<file path="src/rtl/bisection_pkg.sv">
// Shared constants and helpers for the i_ref bisection controller.
// State encodings stay plain 3-bit constants so they match the older logic.
package bisection_pkg;

  localparam logic [2:0] S_IDLE = 3'd0;
  localparam logic [2:0] S_LOAD = 3'd1;
  localparam logic [2:0] S_REQ  = 3'd2;
  localparam logic [2:0] S_WAIT = 3'd3;
  localparam logic [2:0] S_EVAL = 3'd4;
  localparam logic [2:0] S_DONE = 3'd5;

  typedef enum logic [1:0] {
    ST_NONE      = 2'b00,
    ST_CONV      = 2'b01,
    ST_UNSTABLE  = 2'b10,
    ST_EXHAUSTED = 2'b11
  } status_e;

  // Magnitude of the difference. Callers cast the result to their own width.
  function automatic logic [31:0] abs_diff(input logic [31:0] x, input logic [31:0] y);
    return (x >= y) ? (x - y) : (y - x);
  endfunction

endpackage

</file>
<file path="src/rtl/bisection_ctrl_if.sv">
// Control, measurement-handshake and result signals of the bisection controller.
interface bisection_ctrl_if #(
  parameter int BUS_WIDTH = 10,
  parameter int MAX_ITER  = 16
);
  localparam int IW = $clog2(MAX_ITER + 1);

  logic                 enable;
  logic                 start;
  logic [BUS_WIDTH-1:0] lo_bound;
  logic [BUS_WIDTH-1:0] hi_bound;
  logic [BUS_WIDTH-1:0] q_desired;
  logic [BUS_WIDTH-1:0] q_measured;
  logic                 meas_valid;
  logic                 meas_req;
  logic [BUS_WIDTH-1:0] i_ref;
  logic                 busy;
  logic                 done;
  logic [1:0]           status;
  logic [IW-1:0]        iter_count;

  modport slave (
    input  enable, start, lo_bound, hi_bound, q_desired, q_measured, meas_valid,
    output meas_req, i_ref, busy, done, status, iter_count
  );

  modport master (
    output enable, start, lo_bound, hi_bound, q_desired, q_measured, meas_valid,
    input  meas_req, i_ref, busy, done, status, iter_count
  );

endinterface

</file>
<file path="src/rtl/stall_detector.sv">
// History of the last DEPTH error magnitudes; flags when the window is full
// and every entry holds the same value.
module stall_detector #(
  parameter int WIDTH = 11,
  parameter int DEPTH = 3
) (
  input  logic             clk,
  input  logic             rst,
  input  logic             clr,
  input  logic             push,
  input  logic [WIDTH-1:0] din,
  output logic             stalled
);

  localparam int FW = $clog2(DEPTH + 1);
  localparam logic [FW-1:0] FULL = FW'(DEPTH);

  logic [WIDTH-1:0] hist_reg [DEPTH];
  logic [FW-1:0]    fill_reg;
  logic [DEPTH-1:0] match;

  always_ff @(posedge clk) begin
    if (rst || clr) begin
      fill_reg <= '0;
      for (int i = 0; i < DEPTH; i++) hist_reg[i] <= '0;
    end else if (push) begin
      hist_reg[0] <= din;
      for (int i = 1; i < DEPTH; i++) hist_reg[i] <= hist_reg[i-1];
      if (fill_reg != FULL) fill_reg <= fill_reg + 1'b1;
    end
  end

  genvar gi;
  generate
    for (gi = 0; gi < DEPTH; gi++) begin : g_match
      assign match[gi] = (hist_reg[gi] == hist_reg[0]);
    end
  endgenerate

  assign stalled = (fill_reg == FULL) && (&match);

endmodule

</file>
<file path="src/rtl/bisection_ctrl.sv">
// Bisection search of i_ref within [lo_bound, hi_bound] until the measured Q
// lands within TOL of the target, with iteration limit and stall detection.
module bisection_ctrl
  import bisection_pkg::*;
#(
  parameter int BUS_WIDTH   = 10,
  parameter int TOL         = 1,
  parameter int MAX_ITER    = 16,
  parameter int STALL_COUNT = 3
) (
  input logic         clk,
  input logic         rst,
  bisection_ctrl_if.slave bus
);

  localparam int IW = $clog2(MAX_ITER + 1);
  localparam int EW = BUS_WIDTH + 1;
  localparam logic [IW-1:0] ITER_LIMIT = IW'(MAX_ITER);
  localparam logic [EW-1:0] TOL_W      = EW'(TOL);

  logic [2:0]           state_reg;
  logic [BUS_WIDTH-1:0] a_reg, b_reg, target_reg, q_meas_reg, i_ref_reg;
  logic [EW-1:0]        err_reg;
  logic [IW-1:0]        iter_reg;
  status_e              status_reg;

  logic [EW-1:0]        meas_err;
  logic [EW-1:0]        load_sum, next_sum, span;
  logic [BUS_WIDTH-1:0] new_a, new_b;
  logic [IW-1:0]        iter_next;
  logic                 start_ok, capture, stalled;

  assign start_ok  = (state_reg == S_IDLE) && bus.start && bus.enable;
  assign capture   = (state_reg == S_WAIT) && bus.enable && bus.meas_valid;
  assign meas_err  = EW'(abs_diff(32'(bus.q_measured), 32'(target_reg)));
  assign load_sum  = {1'b0, a_reg} + {1'b0, b_reg};
  assign iter_next = iter_reg + 1'b1;

  // Bracket update applied when an evaluation neither converges nor aborts.
  always_comb begin
    new_a = a_reg;
    new_b = b_reg;
    if (q_meas_reg < target_reg) new_a = i_ref_reg;
    else                         new_b = i_ref_reg;
    span     = {1'b0, new_b} - {1'b0, new_a};
    next_sum = {1'b0, new_a} + {1'b0, new_b};
  end

  // The error is pushed at capture time so the history already holds it in EVAL.
  stall_detector #(
    .WIDTH (EW),
    .DEPTH (STALL_COUNT)
  ) u_stall (
    .clk     (clk),
    .rst     (rst),
    .clr     (start_ok),
    .push    (capture),
    .din     (meas_err),
    .stalled (stalled)
  );

  always_ff @(posedge clk) begin
    if (rst) begin
      state_reg  <= S_IDLE;
      a_reg      <= '0;
      b_reg      <= '0;
      target_reg <= '0;
      q_meas_reg <= '0;
      err_reg    <= '0;
      i_ref_reg  <= '0;
      iter_reg   <= '0;
      status_reg <= ST_NONE;
    end else if (state_reg == S_IDLE) begin
      if (start_ok) begin
        a_reg      <= bus.lo_bound;
        b_reg      <= bus.hi_bound;
        target_reg <= bus.q_desired;
        iter_reg   <= '0;
        if (bus.lo_bound > bus.hi_bound) begin
          status_reg <= ST_EXHAUSTED;
          state_reg  <= S_DONE;
        end else begin
          status_reg <= ST_NONE;
          state_reg  <= S_LOAD;
        end
      end
    end else if (!bus.enable) begin
      state_reg  <= S_IDLE;
      status_reg <= ST_NONE;
    end else begin
      case (state_reg)
        S_LOAD: begin
          i_ref_reg <= load_sum[EW-1:1];
          state_reg <= S_REQ;
        end
        S_REQ: state_reg <= S_WAIT;
        S_WAIT: begin
          if (bus.meas_valid) begin
            q_meas_reg <= bus.q_measured;
            err_reg    <= meas_err;
            state_reg  <= S_EVAL;
          end
        end
        S_EVAL: begin
          iter_reg <= iter_next;
          if (err_reg <= TOL_W) begin
            status_reg <= ST_CONV;
            state_reg  <= S_DONE;
          end else if (stalled) begin
            status_reg <= ST_UNSTABLE;
            state_reg  <= S_DONE;
          end else if (iter_next == ITER_LIMIT) begin
            status_reg <= ST_EXHAUSTED;
            state_reg  <= S_DONE;
          end else begin
            a_reg <= new_a;
            b_reg <= new_b;
            if (span <= EW'(1)) begin
              status_reg <= ST_EXHAUSTED;
              state_reg  <= S_DONE;
            end else begin
              i_ref_reg <= next_sum[EW-1:1];
              state_reg <= S_REQ;
            end
          end
        end
        S_DONE:  state_reg <= S_IDLE;
        default: state_reg <= S_IDLE;
      endcase
    end
  end

  assign bus.meas_req   = (state_reg == S_REQ);
  assign bus.busy       = (state_reg != S_IDLE);
  assign bus.done       = (state_reg == S_DONE) && bus.enable;
  assign bus.i_ref      = i_ref_reg;
  assign bus.status     = status_reg;
  assign bus.iter_count = iter_reg;

endmodule

</file>
<file path="src/flat_wrapper.sv">
// flat-port wrapper written by rule: the top's interface ports become plain ports
module bisection_ctrl_flat import bisection_pkg::*;
#(
  parameter int BUS_WIDTH   = 10,
  parameter int TOL         = 1,
  parameter int MAX_ITER    = 16,
  parameter int STALL_COUNT = 3
)
  (clk, rst, bus_enable, bus_start, bus_lo_bound, bus_hi_bound, bus_q_desired, bus_q_measured, bus_meas_valid, bus_meas_req, bus_i_ref, bus_busy, bus_done, bus_status, bus_iter_count);
  bisection_ctrl_if #(.BUS_WIDTH(BUS_WIDTH), .MAX_ITER(MAX_ITER)) bus_i ();
  input logic clk;
  input logic rst;
  input wire logic [$bits(bus_i.enable)-1:0] bus_enable;
  input wire logic [$bits(bus_i.start)-1:0] bus_start;
  input wire logic [$bits(bus_i.lo_bound)-1:0] bus_lo_bound;
  input wire logic [$bits(bus_i.hi_bound)-1:0] bus_hi_bound;
  input wire logic [$bits(bus_i.q_desired)-1:0] bus_q_desired;
  input wire logic [$bits(bus_i.q_measured)-1:0] bus_q_measured;
  input wire logic [$bits(bus_i.meas_valid)-1:0] bus_meas_valid;
  output wire logic [$bits(bus_i.meas_req)-1:0] bus_meas_req;
  output wire logic [$bits(bus_i.i_ref)-1:0] bus_i_ref;
  output wire logic [$bits(bus_i.busy)-1:0] bus_busy;
  output wire logic [$bits(bus_i.done)-1:0] bus_done;
  output wire logic [$bits(bus_i.status)-1:0] bus_status;
  output wire logic [$bits(bus_i.iter_count)-1:0] bus_iter_count;
  assign bus_i.enable = bus_enable;
  assign bus_i.start = bus_start;
  assign bus_i.lo_bound = bus_lo_bound;
  assign bus_i.hi_bound = bus_hi_bound;
  assign bus_i.q_desired = bus_q_desired;
  assign bus_i.q_measured = bus_q_measured;
  assign bus_i.meas_valid = bus_meas_valid;
  assign bus_meas_req = bus_i.meas_req;
  assign bus_i_ref = bus_i.i_ref;
  assign bus_busy = bus_i.busy;
  assign bus_done = bus_i.done;
  assign bus_status = bus_i.status;
  assign bus_iter_count = bus_i.iter_count;
  bisection_ctrl #(.BUS_WIDTH(BUS_WIDTH), .TOL(TOL), .MAX_ITER(MAX_ITER), .STALL_COUNT(STALL_COUNT)) u_core (.clk(clk), .rst(rst), .bus(bus_i));
endmodule
</file>
<file path="config.mk">
export PLATFORM = sky130hd
export DESIGN_NAME = bisection_ctrl_flat
export DESIGN_NICKNAME = d
export VERILOG_FILES = /design/src/rtl/bisection_pkg.sv /design/src/rtl/bisection_ctrl_if.sv /design/src/rtl/stall_detector.sv /design/src/rtl/bisection_ctrl.sv /design/src/flat_wrapper.sv
export SDC_FILE = /design/constraint.sdc
export NUM_CORES = 1
export LEC_CHECK = 0
export ABC_AREA = 1
export BUFFER_PORTS_ARGS = -buffer_cell sky130_fd_sc_hd__buf_2
export CORE_ASPECT_RATIO = 2
export CORE_UTILIZATION = 60
export CTS_BUF_LIST = sky130_fd_sc_hd__clkbuf_2
export DETAILED_ROUTE_END_ITERATION = 10
export MAX_ROUTING_LAYER = met4
export PLACE_DENSITY = 0.8
export SKIP_LAST_GASP = 1
export SYNTH_ARGS = -nofsm -noshare
export SYNTH_HDL_FRONTEND = slang
export SYNTH_SLANG_ARGS = --single-unit
</file>
<file path="constraint.sdc">
create_clock -name clk -period 3.6 [get_ports clk]
set_input_delay 0.18 -clock clk [delete_from_list [all_inputs] [get_ports clk]]
set_output_delay 0.18 -clock clk [all_outputs]
set_load 0.03 [all_outputs]
</file>
Yosys cells after proc, flatten, opt, wreduce, memory -nomap -nowiden
Memory sizes are Yosys's and may differ from the RTL's.
Index checks and enable logic that the tools add are counted.
{"block": "totals", "regBits": 73, "mem_bits_rw": 33, "inputBits": 45, "out_inout_bits": 20, "word_cells": 122, "n_memories": 1}
{"name": "u_core.u_stall.hist_reg", "depth": 3, "width": 11, "read_ports": 3, "rd_ports_with_merged_regs": 0, "write_ports": 3, "line_no": "stall_detector.sv:18", "text": "logic [WIDTH-1:0] hist_reg [DEPTH];"}
{"block": "classes", "n_addsub": 7, "n_lt_le_gt_ge": 5, "n_eq_ne": 21, "mux": 53, "n_bitwise": 4, "reduce_logical": 21}
{"op": "$mux 10", "count": 20}
{"op": "$mux 11", "count": 4}
{"op": "$sub 10x10->11", "count": 3}
{"op": "$mux 3", "count": 9}
{"op": "$add 10x10->11", "count": 2}
{"op": "$eq 11x11->1", "count": 2}
{"op": "$le 11x1->1 const B", "count": 2}
{"op": "$mux 5", "count": 4}
{"op": "$pmux 10 s2", "count": 1}
{"op": "$mux 2", "count": 9}
{"op": "$ne 2x2->1 const B", "count": 7}
{"op": "$pmux 3 s4", "count": 1}
{"op": "$ge 10x10->1", "count": 1}
{"op": "$gt 10x10->1", "count": 1}
{"op": "$lt 10x10->1", "count": 1}
{"op": "$reduce_and 2->1", "count": 4}
{"op": "$reduce_and 7->1", "count": 1}
{"op": "$eq 3x2->1 const B", "count": 2}
{"op": "$eq 3x3->1 const B", "count": 2}
{"op": "$logic_and 1x1->1", "count": 6}
{"op": "$ne 6x1->1 const B", "count": 1}
{"op": "$reduce_and 3->1", "count": 2}
{"op": "$reduce_and 6->1", "count": 1}
{"op": "$reduce_bool 2->1", "count": 3}
{"op": "15 further kinds", "count": 22}

Longest topological paths before layout
{"block": "depth", "depth_word": 11, "ltp_mapped": 29, "mapped_depth_nobuf": 27}

Cells and area by module
A second synthesis with hierarchy kept.
{"block": "unflattened", "cells_unflattened": 1130, "hier_area_um2": 7754.9}
{"module": "bisection_ctrl", "instances": 1, "cells_per_inst": 932, "area_each_um2": 6063.3}
{"module": "stall_detector", "instances": 1, "cells_per_inst": 198, "area_each_um2": 1691.6}

Worst setup path after synthesis
OpenSTA, ideal clock, no wires.
{"block": "synth_timing", "path_type": "reg2reg", "start": "register u_core.target_reg[9]", "end": "register u_core.i_ref_reg[4] (netlist: u_core.bus.i_ref[4])", "arrival_ns": 3.266, "t_required_ns": 3.530, "setup_slack_ns": 0.264, "stages_incl_launch_ff": 26, "path_buffers": 2, "synth_period_minus_slack_ns": 3.336, "cell_sequence": "dfxtp_1 inv_1 ha_1 nand2_1 nor2_1 o211ai_1 o2111ai_1 clkbuf_1 nand2_1 o21ai_1 ha_1 inv_1 fa_1 xnor2_1 nor2_1 nand3_1 nor2_1 nand2_1 nor2_2 nand4_2 nand2_2 nand2_4 nand2_4 buf_12 nand2_2 a21oi_2"}
{"block": "synth_between", "elab_chain_len": 8, "elab_cells_between_ends": 13, "classes_between": "add/sub (2); order compare (2); eq/ne (1); mux (7); reduce/logical (1)"}
{"item": "start: declaration", "line_no": "bisection_ctrl.sv:22", "text": "logic [BUS_WIDTH-1:0] a_reg, b_reg, target_reg, q_meas_reg, i_ref_reg;"}
{"item": "start signal: assignment", "line_no": "bisection_ctrl.sv:77", "text": "target_reg <= bus.q_desired;"}
{"item": "$lt 10x10->1 *", "line_no": "bisection_ctrl.sv:43", "text": "if (q_meas_reg < target_reg) new_a = i_ref_reg;"}
{"item": "parallel branches: the longest is 7 deep, another holds $sub 10x10->11"}
{"item": "end signal: assignment", "line_no": "bisection_ctrl.sv:93", "text": "i_ref_reg <= load_sum[EW-1:1];"}
{"item": "end signal: assignment", "line_no": "bisection_ctrl.sv:122", "text": "i_ref_reg <= next_sum[EW-1:1];"}
{"item": "end: declaration", "line_no": "bisection_ctrl.sv:22"}
Every way passes the cells marked *. The select of a mux whose other input is x is not followed.
A chain may end at the register's enable or synchronous reset.

Final worst setup path
{"block": "layout_timing", "start": "register u_core.target_reg[1]", "end": "register u_core.i_ref_reg[7] (netlist: u_core.bus.i_ref[7])"}
The elaborated chain is that of the path after synthesis.

==> results.py <==
metrics = {
    "outcome": {
        "outcome": "finished with violations",
        "violations": "negative hold slack, negative setup slack",
    },
    "global_routing": {
        "grt_max_degree": 56,
        "track_usage": 0.3840,
        "antenna_found_initial": 1,
        "use_met1": 0.3206,
        "grtUsageMet2": 0.7370,
        "grt_overflow": 0,
        "grt_pass1_vias": 8208,
        "grt_first_pass_wirelength_mm": 39.54,
        "busiest_layer": "met2",
        "met3_usage": 0.04348,
    },
    "drt": {
        "drt_iter0_drc": 489,
        "drc_errors": 0,
        "wire_per_inst_um": 17.38,
        "first_pass_iters": 7,
        "drt-total-wl_mm": 25.86,
        "ant_nets": 0,
        "vias_per_cell": 5.703,
        "num_vias": 8486,
    },
    "layout": {
        "drive_gt1_frac": 0.2532,
        "fin_nets": 1450,
        "postLayoutCoreUtil": 0.7910,
        "final_cell_mix": "nand2_1, inv_1, nor2_1",
        "fill_cells": 940,
        "largest_register_ffs": 33,
        "area_delta_synth_final_pct": 28.74,
        "final_common_cell": "nand2_1",
    },
    "worst_setup_path": {
        "critical-path-max-stage-delay_ns": 0.39,
        "crit_required_ns": 4.16,
        "r2r-start": "u_core.target_reg[1]$_SDFFE_PP0P_",
        "worst-path-max-fanout": 5,
        "end_kind": "register",
        "critPathSlowestCell": "dfxtp_2",
        "reg2reg_slack_ns": -0.16,
        "rr_endpoint": "u_core.bus.i_ref[7]$_SDFFE_PP0P_",
        "arrival_ns": 4.32,
        "worstSetupStartpoint": "u_core.target_reg[1]$_SDFFE_PP0P_",
        "crit_end": "u_core.bus.i_ref[7]$_SDFFE_PP0P_",
        "start_kind": "register",
        "critical_path_class": "register to register",
        "rr_worst_depth": 26,
    },
    "worst_hold_path": {
        "hold_path_class": "input pin to register",
    },
    "timing": {
        "min_period_ns": 3.756,
        "finalMaxSlewViolations": 0,
        "max_freq_mhz": 266.2,
        "fin_ws_ns": -0.1560,
        "finalCritPeriodShare": 1.043,
        "clock_skew_ns": 0.04617,
        "finalHoldWorstSlack_ns": -0.1693,
        "setup-violations-final": 15,
        "timing.setup.tns_ns": -1.238,
        "tightestPinTransition_ns": 0.8611,
        "relSlewSlack": 0.4260,
        "hold_viol": 2,
        "rsz0062_at_grt": "yes",
    },
    "floorplanning": {
        "start_util": 0.6144,
        "io_pins": 65,
        "die_area_um2": 13720,
        "rows": 59,
        "dieHeight_um": 164.7,
        "core_area_um2": 12920,
        "die_w_um": 83.33,
    },
    "synthesis": {
        "synth_cell_types": 47,
        "syn_nets": 1266,
        "yosysWarningCount": 0,
        "syn-cell-area_um2": 7938,
        "ys_seq_area_frac": 0.3064,
        "ys_ff_latch": 105,
        "synth.avg_cell_area_um2": 6.926,
        "syn_inst": 1146,
    },
    "clock_network": {
        "cts_made_buffers": 9,
        "cts_htree_levels": 3,
        "cts_sinks": 105,
        "clk_pin_slew_worst_paths_ns": 0.33,
        "cts_tree": "yes",
        "clock_latency_ns": 0.64,
        "postCtsHoldBufs": 43,
        "cts_root_buffer": "clkbuf_2",
        "cts_max_path_buffers": 2,
    },
    "power": {
        "peakVddDrop_v": 0.0007874,
        "finalPower_uw": 7017,
        "leakage_uw": 0.004879,
        "power_density_nw_per_um2": 686.7,
    },
    "placed_design": {
        "dpl.hpwl_mm": 18.76,
        "post-place-ws_ns": -0.1432,
        "gp_congestion": 0.9755,
        "portBuffers": 64,
    },
    "flow_run": {
        "max-cap-violations": 0,
    },
}
## per-layer routing
layer  vias to the layer above  share of wire
met3                       166          0.041
li1                       4068              -
met2                       337           0.55
met4                         0          0.099
met1                      3915           0.31
met5                         -              0
## area by class of cell
| cell class | count | area (um2) | area share |
|---|---|---|---|
| diodes | 1 | 2.502 | 0.0002449 |
| clock buffers | 9 | 45.04 | 0.004408 |
| clock inverters | 7 | 118.9 | 0.01163 |
| inverters | 191 | 716.9 | 0.07016 |
| multi-input cells | 806 | 5012 | 0.4905 |
| flip-flops and latches | 105 | 2445 | 0.2393 |
| well taps | 152 | 190.2 | 0.01861 |
| repair buffers | 217 | 1688 | 0.1652 |
## report_power, final
part           internal (uW)  total, uW  switching, uW  leakage, uW
clock                    256        714            459    0.0000952
sequential              1370       1480            115     0.000939
combinational           2080       4820           2750      0.00384
## how the worst min path moves through the flow
stage                                         to              from  slack (ns)  cells past startpoint
2_1_floorplan   u_core.state_reg[1]$_SDFFE_PP0P_        bus_enable        0.32                      2
3_3_place_gp   u_core.target_reg[1]$_SDFFE_PP0P_  bus_q_desired[1]        0.45                      3
3_5_place_dp   u_core.target_reg[7]$_SDFFE_PP0P_  bus_q_desired[7]        0.47                      3
4_1_cts         u_core.state_reg[1]$_SDFFE_PP0P_        bus_enable       -0.23                      3
5_1_grt         u_core.state_reg[1]$_SDFFE_PP0P_        bus_enable       -0.20                      3
6_report        u_core.state_reg[1]$_SDFFE_PP0P_        bus_enable       -0.17                      3
## through the flow
stage	cells	area [um2]
floorplan	1146	7938
global placement	1408	8911
detailed placement	1408	8911
CTS	1480	9948
global route	1488	10220
finish	1488	10220
## cell families (layout without fill, tap and decap cells)
logic type / Yosys count / after routing / share of synthesized area
and+or+nand+nor: 475 / 476 / 0.2547
muxes: 1 / 1 / 0.001261
xor gates and xnor gates: 31 / 31 / 0.03421
AOI/OAI and AO/OA: 223 / 223 / 0.1600
adders and majority gates: 75 / 75 / 0.1230
buffers and inverters: 236 / 424 / 0.1204
DFF: 105 / 105 / 0.3064
other: 0 / 1 / 0
## what timing repair did
item / in CTS / in global routing
cloned: 3 / 0
pin swaps: 18 / 28
endpoints found under the setup margin: 15 / 15
gates resized for setup: 80 / 49
hold endpoints to repair: 53 / 2
buffers inserted: 10 / 7
## Yosys cell counts (all sizes together)
cell     number  share of area
dfxtp        72           0.18
a31oi         3         0.0024
nor4          3         0.0024
a21boi        1        0.00095
fa            5          0.013
o2111ai       4         0.0044
nand4         9         0.0079
o21ai        83          0.052
or2           1        0.00079
clkbuf       25          0.012
o21bai        3         0.0028
o211ai       11          0.010
xnor2        17          0.019
o221ai        1         0.0011
nor3         32          0.021
a21oi       100          0.070
nand2       212           0.10
a221oi        2         0.0030
o22ai         8         0.0063
o21a          2         0.0019
edfxtp       33           0.12
and3          1        0.00079
a21o          3         0.0028
xor2         14          0.015
nor2        161          0.081
buf          20          0.018
mux2i         1         0.0013
inv         191          0.090
a211oi        2         0.0019
nand3        55          0.035
nand3b        1        0.00095
ha           70           0.11
## worst max-delay path, delay by kind of cell, from the launching register on
family | cells | cell delay (ns)
compound gates | 6 | 0.99
simple gates | 11 | 0.88
buf+inv | 6 | 0.71
fa+ha+maj | 3 | 0.71
flops | 1 | 0.39
Note: power is estimated with default switching activity, not from simulation.
